### config.mk
export PLATFORM = sky130hd
export DESIGN_NAME = decode_flat
export DESIGN_NICKNAME = d
export VERILOG_FILES = /design/src/rtl/decode_pkg.sv /design/src/rtl/decode_if.sv /design/src/rtl/decode_regfile.sv /design/src/rtl/decode.sv /design/src/flat_wrapper.sv
export SDC_FILE = /design/constraint.sdc
export NUM_CORES = 2
export LEC_CHECK = 0
export CAP_MARGIN = 15
export CORE_MARGIN = 1
export CORE_UTILIZATION = 60
export DETAILED_ROUTE_END_ITERATION = 16
export PLACE_DENSITY_LB_ADDON = 0.1
export SYNTH_ARGS = -nofsm -noshare
export SYNTH_HDL_FRONTEND = slang
export SYNTH_SLANG_ARGS = --single-unit
### constraint.sdc
create_clock -name clk -period 114 [get_ports clk]
set_input_delay 22.8 -clock clk [delete_from_list [all_inputs] [get_ports clk]]
set_output_delay 22.8 -clock clk [all_outputs]
set_load 0.01 [all_outputs]
### src/rtl/decode_pkg.sv
// decode_pkg: shared encodings, field positions and helpers for the decode stage
package decode_pkg;
   localparam logic [31:0] NOP      = 32'h0;
   localparam logic [5:0]  OP_RTYPE = 6'h00;
   localparam logic [5:0]  OP_J     = 6'h02;
   localparam logic [5:0]  OP_BEQ   = 6'h04;
   localparam logic [5:0]  OP_BNE   = 6'h05;
   localparam logic [5:0]  OP_ADDI  = 6'h08;
   localparam logic [5:0]  OP_LW    = 6'h23;
   localparam logic [5:0]  OP_SW    = 6'h2b;
   localparam logic [5:0]  FN_ADD   = 6'h20;
   localparam logic [5:0]  FN_SUB   = 6'h22;
   localparam logic [5:0]  FN_AND   = 6'h24;
   localparam logic [5:0]  FN_OR    = 6'h25;
   localparam logic [5:0]  FN_SLT   = 6'h2a;
   localparam int          REG_AW   = 5;
   localparam int          RS_LSB   = 21;
   localparam int          RT_LSB   = 16;
   localparam int          RD_LSB   = 11;
   localparam int          IMM_W    = 16;

   function automatic logic [31:0] sign_ext(input logic [IMM_W-1:0] imm);
      return {{(32-IMM_W){imm[IMM_W-1]}}, imm};
   endfunction
endpackage

### src/rtl/decode_if.sv
// decode_if: bus between the decode stage and its neighbours (fetch, hazard unit, execute, writeback)
interface decode_if;
   import decode_pkg::*;
   logic [31:0]       instructionf;
   logic [31:0]       pc_plus_4f;
   logic              stall_d;
   logic              branch_d;
   logic              branch_ne_d;
   logic              forward_a_d;
   logic              forward_b_d;
   logic [31:0]       alu_out_m;
   logic              reg_write_w;
   logic [REG_AW-1:0] write_reg_w;
   logic [31:0]       result_w;
   logic [31:0]       instr_d;
   logic [31:0]       rd1_d;
   logic [31:0]       rd2_d;
   logic [31:0]       sign_imm_d;
   logic [REG_AW-1:0] rs_d;
   logic [REG_AW-1:0] rt_d;
   logic [REG_AW-1:0] rd_d;
   logic [31:0]       pc_branch_d;
   logic              pcsrc_d;

   modport master (
      output instructionf, pc_plus_4f, stall_d, branch_d, branch_ne_d, forward_a_d,
             forward_b_d, alu_out_m, reg_write_w, write_reg_w, result_w,
      input  instr_d, rd1_d, rd2_d, sign_imm_d, rs_d, rt_d, rd_d, pc_branch_d, pcsrc_d
   );
   modport slave (
      input  instructionf, pc_plus_4f, stall_d, branch_d, branch_ne_d, forward_a_d,
             forward_b_d, alu_out_m, reg_write_w, write_reg_w, result_w,
      output instr_d, rd1_d, rd2_d, sign_imm_d, rs_d, rt_d, rd_d, pc_branch_d, pcsrc_d
   );
endinterface

### src/rtl/decode_regfile.sv
// regfile: 2-read/1-write register file with write-through bypass and hardwired zero register
module regfile
   import decode_pkg::*;
#(
   parameter int REG_COUNT = 32
) (
   input  logic              clk,
   input  logic              reset,
   input  logic [REG_AW-1:0] ra1_i,
   input  logic [REG_AW-1:0] ra2_i,
   input  logic              we_i,
   input  logic [REG_AW-1:0] wa_i,
   input  logic [31:0]       wd_i,
   output logic [31:0]       rd1_o,
   output logic [31:0]       rd2_o
);
   logic [31:0] regs_q [REG_COUNT];
   logic        wr_en;

   assign wr_en = we_i && wa_i != '0;

   // storage: cleared on reset, writes to register 0 dropped
   always_ff @(posedge clk or posedge reset) begin
      if (reset) for (int i = 0; i < REG_COUNT; i++) regs_q[i] <= '0;
      else if (wr_en) regs_q[wa_i] <= wd_i;
   end

   // reads: zero register first, then same-cycle writeback bypass, then storage
   always_comb begin
      rd1_o = ra1_i == '0 ? '0 : (wr_en && ra1_i == wa_i) ? wd_i : regs_q[ra1_i];
      rd2_o = ra2_i == '0 ? '0 : (wr_en && ra2_i == wa_i) ? wd_i : regs_q[ra2_i];
   end
endmodule

### src/rtl/decode.sv
// decode: IF/ID register, register file, sign extension and early branch resolution
module decode
   import decode_pkg::*;
#(
   parameter int REG_COUNT = 32
) (
   input logic    clk,
   input logic    reset,
   decode_if.slave bus
);
   logic [31:0] ifid_instr_q, ifid_instr_d;
   logic [31:0] ifid_pc4_q, ifid_pc4_d;
   logic [31:0] rd1, rd2, sign_imm, src_a, src_b, target;
   logic        eq, pcsrc;

   // IF/ID next state: stall holds (and beats flush), taken branch squashes, else load
   always_comb begin
      ifid_instr_d = bus.stall_d ? ifid_instr_q : pcsrc ? NOP : bus.instructionf;
      ifid_pc4_d   = bus.stall_d ? ifid_pc4_q : pcsrc ? '0 : bus.pc_plus_4f;
   end

   // IF/ID register
   always_ff @(posedge clk or posedge reset) begin
      if (reset) begin
         ifid_instr_q <= NOP;
         ifid_pc4_q   <= '0;
      end else begin
         ifid_instr_q <= ifid_instr_d;
         ifid_pc4_q   <= ifid_pc4_d;
      end
   end

   regfile #(.REG_COUNT(REG_COUNT)) u_rf (
      .clk   (clk),
      .reset (reset),
      .ra1_i (ifid_instr_q[RS_LSB +: REG_AW]),
      .ra2_i (ifid_instr_q[RT_LSB +: REG_AW]),
      .we_i  (bus.reg_write_w),
      .wa_i  (bus.write_reg_w),
      .wd_i  (bus.result_w),
      .rd1_o (rd1),
      .rd2_o (rd2)
   );

   // branch compare on forwarded operands and wrap-around target add
   always_comb begin
      sign_imm = sign_ext(ifid_instr_q[IMM_W-1:0]);
      src_a    = bus.forward_a_d ? bus.alu_out_m : rd1;
      src_b    = bus.forward_b_d ? bus.alu_out_m : rd2;
      eq       = src_a == src_b;
      pcsrc    = (bus.branch_d & eq) | (bus.branch_ne_d & ~eq);
      target   = ifid_pc4_q + (sign_imm << 2);
   end

   assign bus.instr_d     = ifid_instr_q;
   assign bus.rd1_d       = rd1;
   assign bus.rd2_d       = rd2;
   assign bus.sign_imm_d  = sign_imm;
   assign bus.rs_d        = ifid_instr_q[RS_LSB +: REG_AW];
   assign bus.rt_d        = ifid_instr_q[RT_LSB +: REG_AW];
   assign bus.rd_d        = ifid_instr_q[RD_LSB +: REG_AW];
   assign bus.pc_branch_d = target;
   assign bus.pcsrc_d     = pcsrc;
endmodule

### src/flat_wrapper.sv
// flat-port wrapper written by rule: the top's interface ports become plain ports
module decode_flat import decode_pkg::*;
#(
   parameter int REG_COUNT = 32
)
  (clk, reset, bus_instructionf, bus_pc_plus_4f, bus_stall_d, bus_branch_d, bus_branch_ne_d, bus_forward_a_d, bus_forward_b_d, bus_alu_out_m, bus_reg_write_w, bus_write_reg_w, bus_result_w, bus_instr_d, bus_rd1_d, bus_rd2_d, bus_sign_imm_d, bus_rs_d, bus_rt_d, bus_rd_d, bus_pc_branch_d, bus_pcsrc_d);
  decode_if bus_i ();
  input logic clk;
  input logic reset;
  input wire logic [$bits(bus_i.instructionf)-1:0] bus_instructionf;
  input wire logic [$bits(bus_i.pc_plus_4f)-1:0] bus_pc_plus_4f;
  input wire logic [$bits(bus_i.stall_d)-1:0] bus_stall_d;
  input wire logic [$bits(bus_i.branch_d)-1:0] bus_branch_d;
  input wire logic [$bits(bus_i.branch_ne_d)-1:0] bus_branch_ne_d;
  input wire logic [$bits(bus_i.forward_a_d)-1:0] bus_forward_a_d;
  input wire logic [$bits(bus_i.forward_b_d)-1:0] bus_forward_b_d;
  input wire logic [$bits(bus_i.alu_out_m)-1:0] bus_alu_out_m;
  input wire logic [$bits(bus_i.reg_write_w)-1:0] bus_reg_write_w;
  input wire logic [$bits(bus_i.write_reg_w)-1:0] bus_write_reg_w;
  input wire logic [$bits(bus_i.result_w)-1:0] bus_result_w;
  output wire logic [$bits(bus_i.instr_d)-1:0] bus_instr_d;
  output wire logic [$bits(bus_i.rd1_d)-1:0] bus_rd1_d;
  output wire logic [$bits(bus_i.rd2_d)-1:0] bus_rd2_d;
  output wire logic [$bits(bus_i.sign_imm_d)-1:0] bus_sign_imm_d;
  output wire logic [$bits(bus_i.rs_d)-1:0] bus_rs_d;
  output wire logic [$bits(bus_i.rt_d)-1:0] bus_rt_d;
  output wire logic [$bits(bus_i.rd_d)-1:0] bus_rd_d;
  output wire logic [$bits(bus_i.pc_branch_d)-1:0] bus_pc_branch_d;
  output wire logic [$bits(bus_i.pcsrc_d)-1:0] bus_pcsrc_d;
  assign bus_i.instructionf = bus_instructionf;
  assign bus_i.pc_plus_4f = bus_pc_plus_4f;
  assign bus_i.stall_d = bus_stall_d;
  assign bus_i.branch_d = bus_branch_d;
  assign bus_i.branch_ne_d = bus_branch_ne_d;
  assign bus_i.forward_a_d = bus_forward_a_d;
  assign bus_i.forward_b_d = bus_forward_b_d;
  assign bus_i.alu_out_m = bus_alu_out_m;
  assign bus_i.reg_write_w = bus_reg_write_w;
  assign bus_i.write_reg_w = bus_write_reg_w;
  assign bus_i.result_w = bus_result_w;
  assign bus_instr_d = bus_i.instr_d;
  assign bus_rd1_d = bus_i.rd1_d;
  assign bus_rd2_d = bus_i.rd2_d;
  assign bus_sign_imm_d = bus_i.sign_imm_d;
  assign bus_rs_d = bus_i.rs_d;
  assign bus_rt_d = bus_i.rt_d;
  assign bus_rd_d = bus_i.rd_d;
  assign bus_pc_branch_d = bus_i.pc_branch_d;
  assign bus_pcsrc_d = bus_i.pcsrc_d;
  decode #(.REG_COUNT(REG_COUNT)) u_core (.clk(clk), .reset(reset), .bus(bus_i));
endmodule
# Word-level counts from Yosys, hierarchy flattened
# Index checks and enable logic that the tools add are counted.
# word_totals
register_bits,1088
latch_bits,0
ram_bits,0
rom_bits,0
in_bits,141
out_inout_bits,176
elab_cells,73
mem_count,0
# op_classes
add_sub_neg,1
mul,0
n_div,0
n_lt_le_gt_ge,4
n_eq_ne,3
shift,0
n_mux,17
n_bitwise,7
reduce_logical,7
# ops
op,n
$bwmux W1024,1
$mux W32,13
$bmux W32 S5,2
$demux W32 S5,1
$add A32 B32 Y32,1
$eq A32 B32 Y1,1
$ge A6 B6 Y1 const B,3
$not A5 Y6,3
$eq A5 B5 Y1,2
$logic_not A5 Y1,2
$lt A6 B1 Y1 const B,1
$reduce_bool A5 Y1,1
$logic_and A1 B1 Y1,4
$and A1 B1 Y1,2
$not A1 Y1,1
$or A1 B1 Y1,1

# Logic depth before layout (Yosys ltp)
# logic_depth
ltp_word,12
depth_mapped,20
mapped_depth_nobuf,15

# Cells and area by module
# From an unflattened synthesis, not the netlist that was laid out.
# unflattened
hier_cells,4501
hier_area_um2,61436.4
# by_module_without_submodules
module,instances,cells_each,area_per_inst_um2,seq_area_each_um2
regfile,1,3848,55121.6,25624.6
decode,1,653,6314.8,1601.5

# Least setup slack after synthesis
# Ideal clock, no wire load.
# synth_path
path_type,in2out
from,input port bus_write_reg_w[2]
to,output port bus_pcsrc_d
t_arrival_ns,26.206
required_time_ns,91.200
setup_slack_ns,64.994
stages,13
path_buffers,2
cell_sequence,clkbuf_1 -> or3_1 -> o2111ai_1 -> nor2_1 -> nor3_1 -> a221o_1 -> xor2_1 -> o41a_1 -> a311o_1 -> nor4b_4 -> and2_1 -> buf_4 -> mux2_1
# synth_via
elab_chain_len,10
word_cells_on_any_way,17
classes_between,3 x eq/ne; 6 x mux; 4 x bitwise; 4 x reduce/logical
# synth_lines
element,line,rtl
"start, declared",flat_wrapper.sv:19,input wire logic [$bits(bus_i.write_reg_w)-1:0] bus_write_reg_w;
$reduce_bool A5 Y1,decode_regfile.sv:20,assign wr_en = we_i && wa_i != '0;
$logic_and A1 B1 Y1,decode_regfile.sv:20,
$logic_and A1 B1 Y1 *,decode_regfile.sv:30,rd1_o = ra1_i == '0 ? '0 : (wr_en && ra1_i == wa_i) ? wd_i : regs_q[ra1_i];
$mux W32 * (2 in a row),decode_regfile.sv:30,
named net bus_rd1_d[13],flat_wrapper.sv:22,output wire logic [$bits(bus_i.rd1_d)-1:0] bus_rd1_d;
$mux W32 *,decode.sv:48,src_a = bus.forward_a_d ? bus.alu_out_m : rd1;
$eq A32 B32 Y1 *,decode.sv:50,eq = src_a == src_b;
$not A1 Y1,decode.sv:51,pcsrc = (bus.branch_d & eq) | (bus.branch_ne_d & ~eq);
$and A1 B1 Y1,decode.sv:51,
$or A1 B1 Y1 *,decode.sv:51,
"end, declared",flat_wrapper.sv:29,output wire logic [$bits(bus_i.pcsrc_d)-1:0] bus_pcsrc_d;
# The timed path passes the listed nets; every way through them passes the cells marked *.

# Final worst setup path
# layout_path
from,input port bus_write_reg_w[2]
to,output port bus_pcsrc_d
# layout_via
elab_chain_len,10
word_cells_on_any_way,17
classes_between,3 x eq/ne; 6 x mux; 4 x bitwise; 4 x reduce/logical
# layout_lines
element,line
$reduce_bool A5 Y1,decode_regfile.sv:20
$logic_and A1 B1 Y1,decode_regfile.sv:20
$logic_and A1 B1 Y1 (on tied branches),"decode_regfile.sv:30, decode_regfile.sv:31"
$mux W32 (on tied branches) (2 in a row),"decode_regfile.sv:30, decode_regfile.sv:31"
$mux W32 (on tied branches),"decode.sv:48, decode.sv:49"
$eq A32 B32 Y1 *,decode.sv:50
$not A1 Y1,decode.sv:51
$and A1 B1 Y1,decode.sv:51
$or A1 B1 Y1 *,decode.sv:51
# Every way passes the cells marked *; elsewhere a longest branch is shown, timed or not.

==> reports/qor.json <==
{
  "cp-startpoint": "bus_write_reg_w[2]",
  "worstPathMaxFanout": 65,
  "vias_in_the_first_global_route": 45184,
  "h-tree-depth": 3,
  "synthesized_netlist_net_count": 5001,
  "placementRows": 117,
  "cts_setup_buffers": 0,
  "clk-insertion-delay-late_ns": 0.74,
  "timing.reg2reg.worst_path_depth": 17,
  "final-instance-count-excl-fill": 6331,
  "final.period_utilization_pct": 45.3,
  "setup_tns_ns": 0,
  "initial_utilization_pct": 60.9,
  "die_height_um": 324,
  "setup_viol": 0,
  "skew_ns": 0.0412,
  "syn-instance-count": 4830,
  "via_count": 45922,
  "initialDrtViolationCount": 5668,
  "port_buffers": 316,
  "drive_gt1_share_pct": 34.7,
  "clock_tree_from_tritoncts": "yes",
  "synth_seq_area_share_pct": 43.6,
  "layout_net_count": 5030,
  "cpPeakStageDelay_ns": 0.67,
  "run_status": "complete, no violations",
  "drt_wl_total_um": 223000,
  "maxCapViolCount": 0,
  "synth-async-reset-ratio_pct": 100,
  "area_added_between_synthesis_and_finish_pct": 11.7,
  "final_design_area_no_fill_um2": 69700,
  "required_ns": 91.20,
  "cts_repair_resize_count": 0,
  "hold_viol": 0,
  "max_slew.worst_pin.slew_ns": 1.34,
  "crit_path_top_delay_cell": "sky130_fd_sc_hd__clkdlybuf4s50_1",
  "synth-edff-count": 0,
  "largest_net_degree_at_the_start_of_global_routing": 119,
  "clock_pin_slew_of_the_registers_on_the_worst_case_setup_and_hold_paths_ns": 0.06,
  "synthesis.area_per_instance_um2": 12.9,
  "cts_buffers": 116,
  "synth-seq-cells": 1088,
  "ioPinCount": 317,
  "post_drt_via_cell_ratio": 7.25,
  "setup.worst_path.end_class": "output pin",
  "die_area_um2": 105000,
  "num-fill-cells": 7405,
  "clk_path_buf_depth": 3,
  "origin_of_the_critical_flop_to_flop_path": "u_core.bus.instr_d[22]",
  "fp.dieW_um": 324,
  "grt_pass1_wl_um": 324000,
  "path_cells": "clkdlybuf4s50_1 > or3_1 > o2111ai_1 > or2_2 > buf_4 > nand3_1 > o221ai_1 > xor2_1 > nand3_1 > a311o_1 > nor4b_4 > buf_4 > and2_2 > mux2_1 > clkdlybuf4s50_1",
  "grt_antenna_before_repair": 11,
  "drc_errors": 0,
  "final_antenna_net_count": 0,
  "hold_path.class": "reg2reg",
  "post_drt_wl_per_cell_um": 35.2,
  "dp_hpwl_um": 143000,
  "cts_hold_buffers": 0,
  "total_number_of_yosys_warnings": 0,
  "report.final.slew_viol_count": 0,
  "grt_usage_pct": 42.3,
  "power_density_relative_to_cell_area_nw_per_um2": 17.5,
  "ir_worst_vdd_mv": 0.0135,
  "synthesis.area_um2": 62400,
  "post-route-min-period_ns": 51.67,
  "holdPathEnd": "u_core.u_rf.regs_q[1003]",
  "gr-total-overflow": 0,
  "drtPass1Iterations": 6,
  "ctsRootBufferMaster": "sky130_fd_sc_hd__clkbuf_16",
  "relSlewSlack_pct": 10.9,
  "layout.cells.most_common_list": "1079 x sky130_fd_sc_hd__dfrtp_1, 917 x sky130_fd_sc_hd__mux2_2, 394 x sky130_fd_sc_hd__mux4_2, 351 x sky130_fd_sc_hd__mux2i_1, 312 x sky130_fd_sc_hd__clkdlybuf4s50_1",
  "rsz0062_at_grt": "false",
  "worst_ep_arrival_time_ns": 28.87,
  "placedInstanceArea_um2": 65700,
  "start_kind": "input port",
  "p_leak_nw": 29.5,
  "synth_cell_types": 87,
  "cts.sinks": 1088,
  "worst_r2r_endpoint": "u_core.bus.instr_d[20]",
  "report.power.total_mw": 1.22,
  "criticalPathCategory": "in2out",
  "cell_depth_of_the_worst_hold_path": 0,
  "synth-main-ff-cell": "sky130_fd_sc_hd__dfrtp_1",
  "dpl.cell_count": 6106,
  "timing.hold.worst.start": "u_core.u_rf.regs_q[1003]",
  "placeableCoreArea_um2": 102000,
  "rrSetupSlack_ns": 105.91,
  "mostFrequentLayoutCell": "sky130_fd_sc_hd__dfrtp_1",
  "max_freq_mhz": 19.4,
  "finalWeightedCongestion": 1.01
}
[synth_stat cells (all sizes together) (34+ instances only)]
cell type	instances	area [um2]
inv	101	379
xnor2	57	499
o21ai	136	681
clkbuf	320	1210
a22oi	111	838
a221o	70	701
nand2	211	792
a2111oi	67	668
xor2	43	377
a21oi	67	335
o22ai	34	213
mux2	918	10300
mux4	394	8870
mux2i	351	3510
buf	236	1740
dfrtp	1088	27200
nor2	132	495
nand3	79	395
a221oi	38	352
nor3	90	450
[worst max-delay path: cells and delay by family]
family | cells | cell delay, ns
xor+xnor | 1 | 0.21
compound gates | 3 | 1.40
mux | 1 | 0.32
buf+inv | 4 | 2.18
simple gates | 6 | 1.80
[flip-flops by register name, summed over array words and instances, names as in the netlist]
signal	cells
u_core.bus.instr_d	32
u_core.u_rf.regs_q	1024
u_core.ifid_pc4_q	32
[final cells by class]
type                    count  area (um2)  share of cell area (%)
clock inverters            33         409                   0.587
well taps                1368        1710                    2.46
diodes                      7        17.5                  0.0251
repair buffers            467        4370                    6.27
multi-input cells        3082       32000                    46.0
inverters                 104         400                   0.575
clock buffers             182        3470                    4.99
flip-flops and latches   1088       27300                    39.1
[logic make-up after synthesis]
logic type | count (synthesis) | synth area share (%)
flops | 1088 | 43.6
compound gates | 672 | 7.98
fa+ha+maj | 30 | 0.614
mux | 1663 | 36.4
buf+inv | 660 | 5.36
simple gates | 617 | 4.59
xor+xnor | 100 | 1.40
[how the worst max path moves through the flow]
stage / end / slack (ns) / depth (start not counted)
floorplan: u_core.bus.instr_d[0] / 60.57 / 1
global placement: bus_pcsrc_d / 62.65 / 15
detailed placement: bus_pcsrc_d / 62.51 / 15
CTS: bus_pcsrc_d / 62.50 / 15
global route: bus_pcsrc_d / 62.15 / 15
finish: bus_pcsrc_d / 62.33 / 15
[routing by layer]
layer / global-route usage (%) / up-vias / share of wire (%)
li1: - / 18351 / -
met1: 56.8 / 24074 / 38
met2: 61.6 / 2863 / 44
met3: 14.4 / 628 / 12
met4: 21.4 / 6 / 6.1
met5: 0 / - / 0.018
[report_power, final]
group	switching [mW]	internal, mW	total [mW]
combinational	0.157	0.161	0.318
sequential	0.0568	0.457	0.514
clock	0.162	0.226	0.388
total	0.375	0.844	1.22
[through the flow]
step / hold WS [ns] / setup slack, ns / util, %
floorplan: 0.425 / 60.57 / -
global placement: 0.361 / 62.65 / 64.1
detailed placement: 0.365 / 62.51 / 64.1
CTS: 0.377 / 62.50 / 67.9
global route: 0.389 / 62.15 / 68.0
finish: 0.380 / 62.33 / 68.0
(Power assumes the default switching activity.)
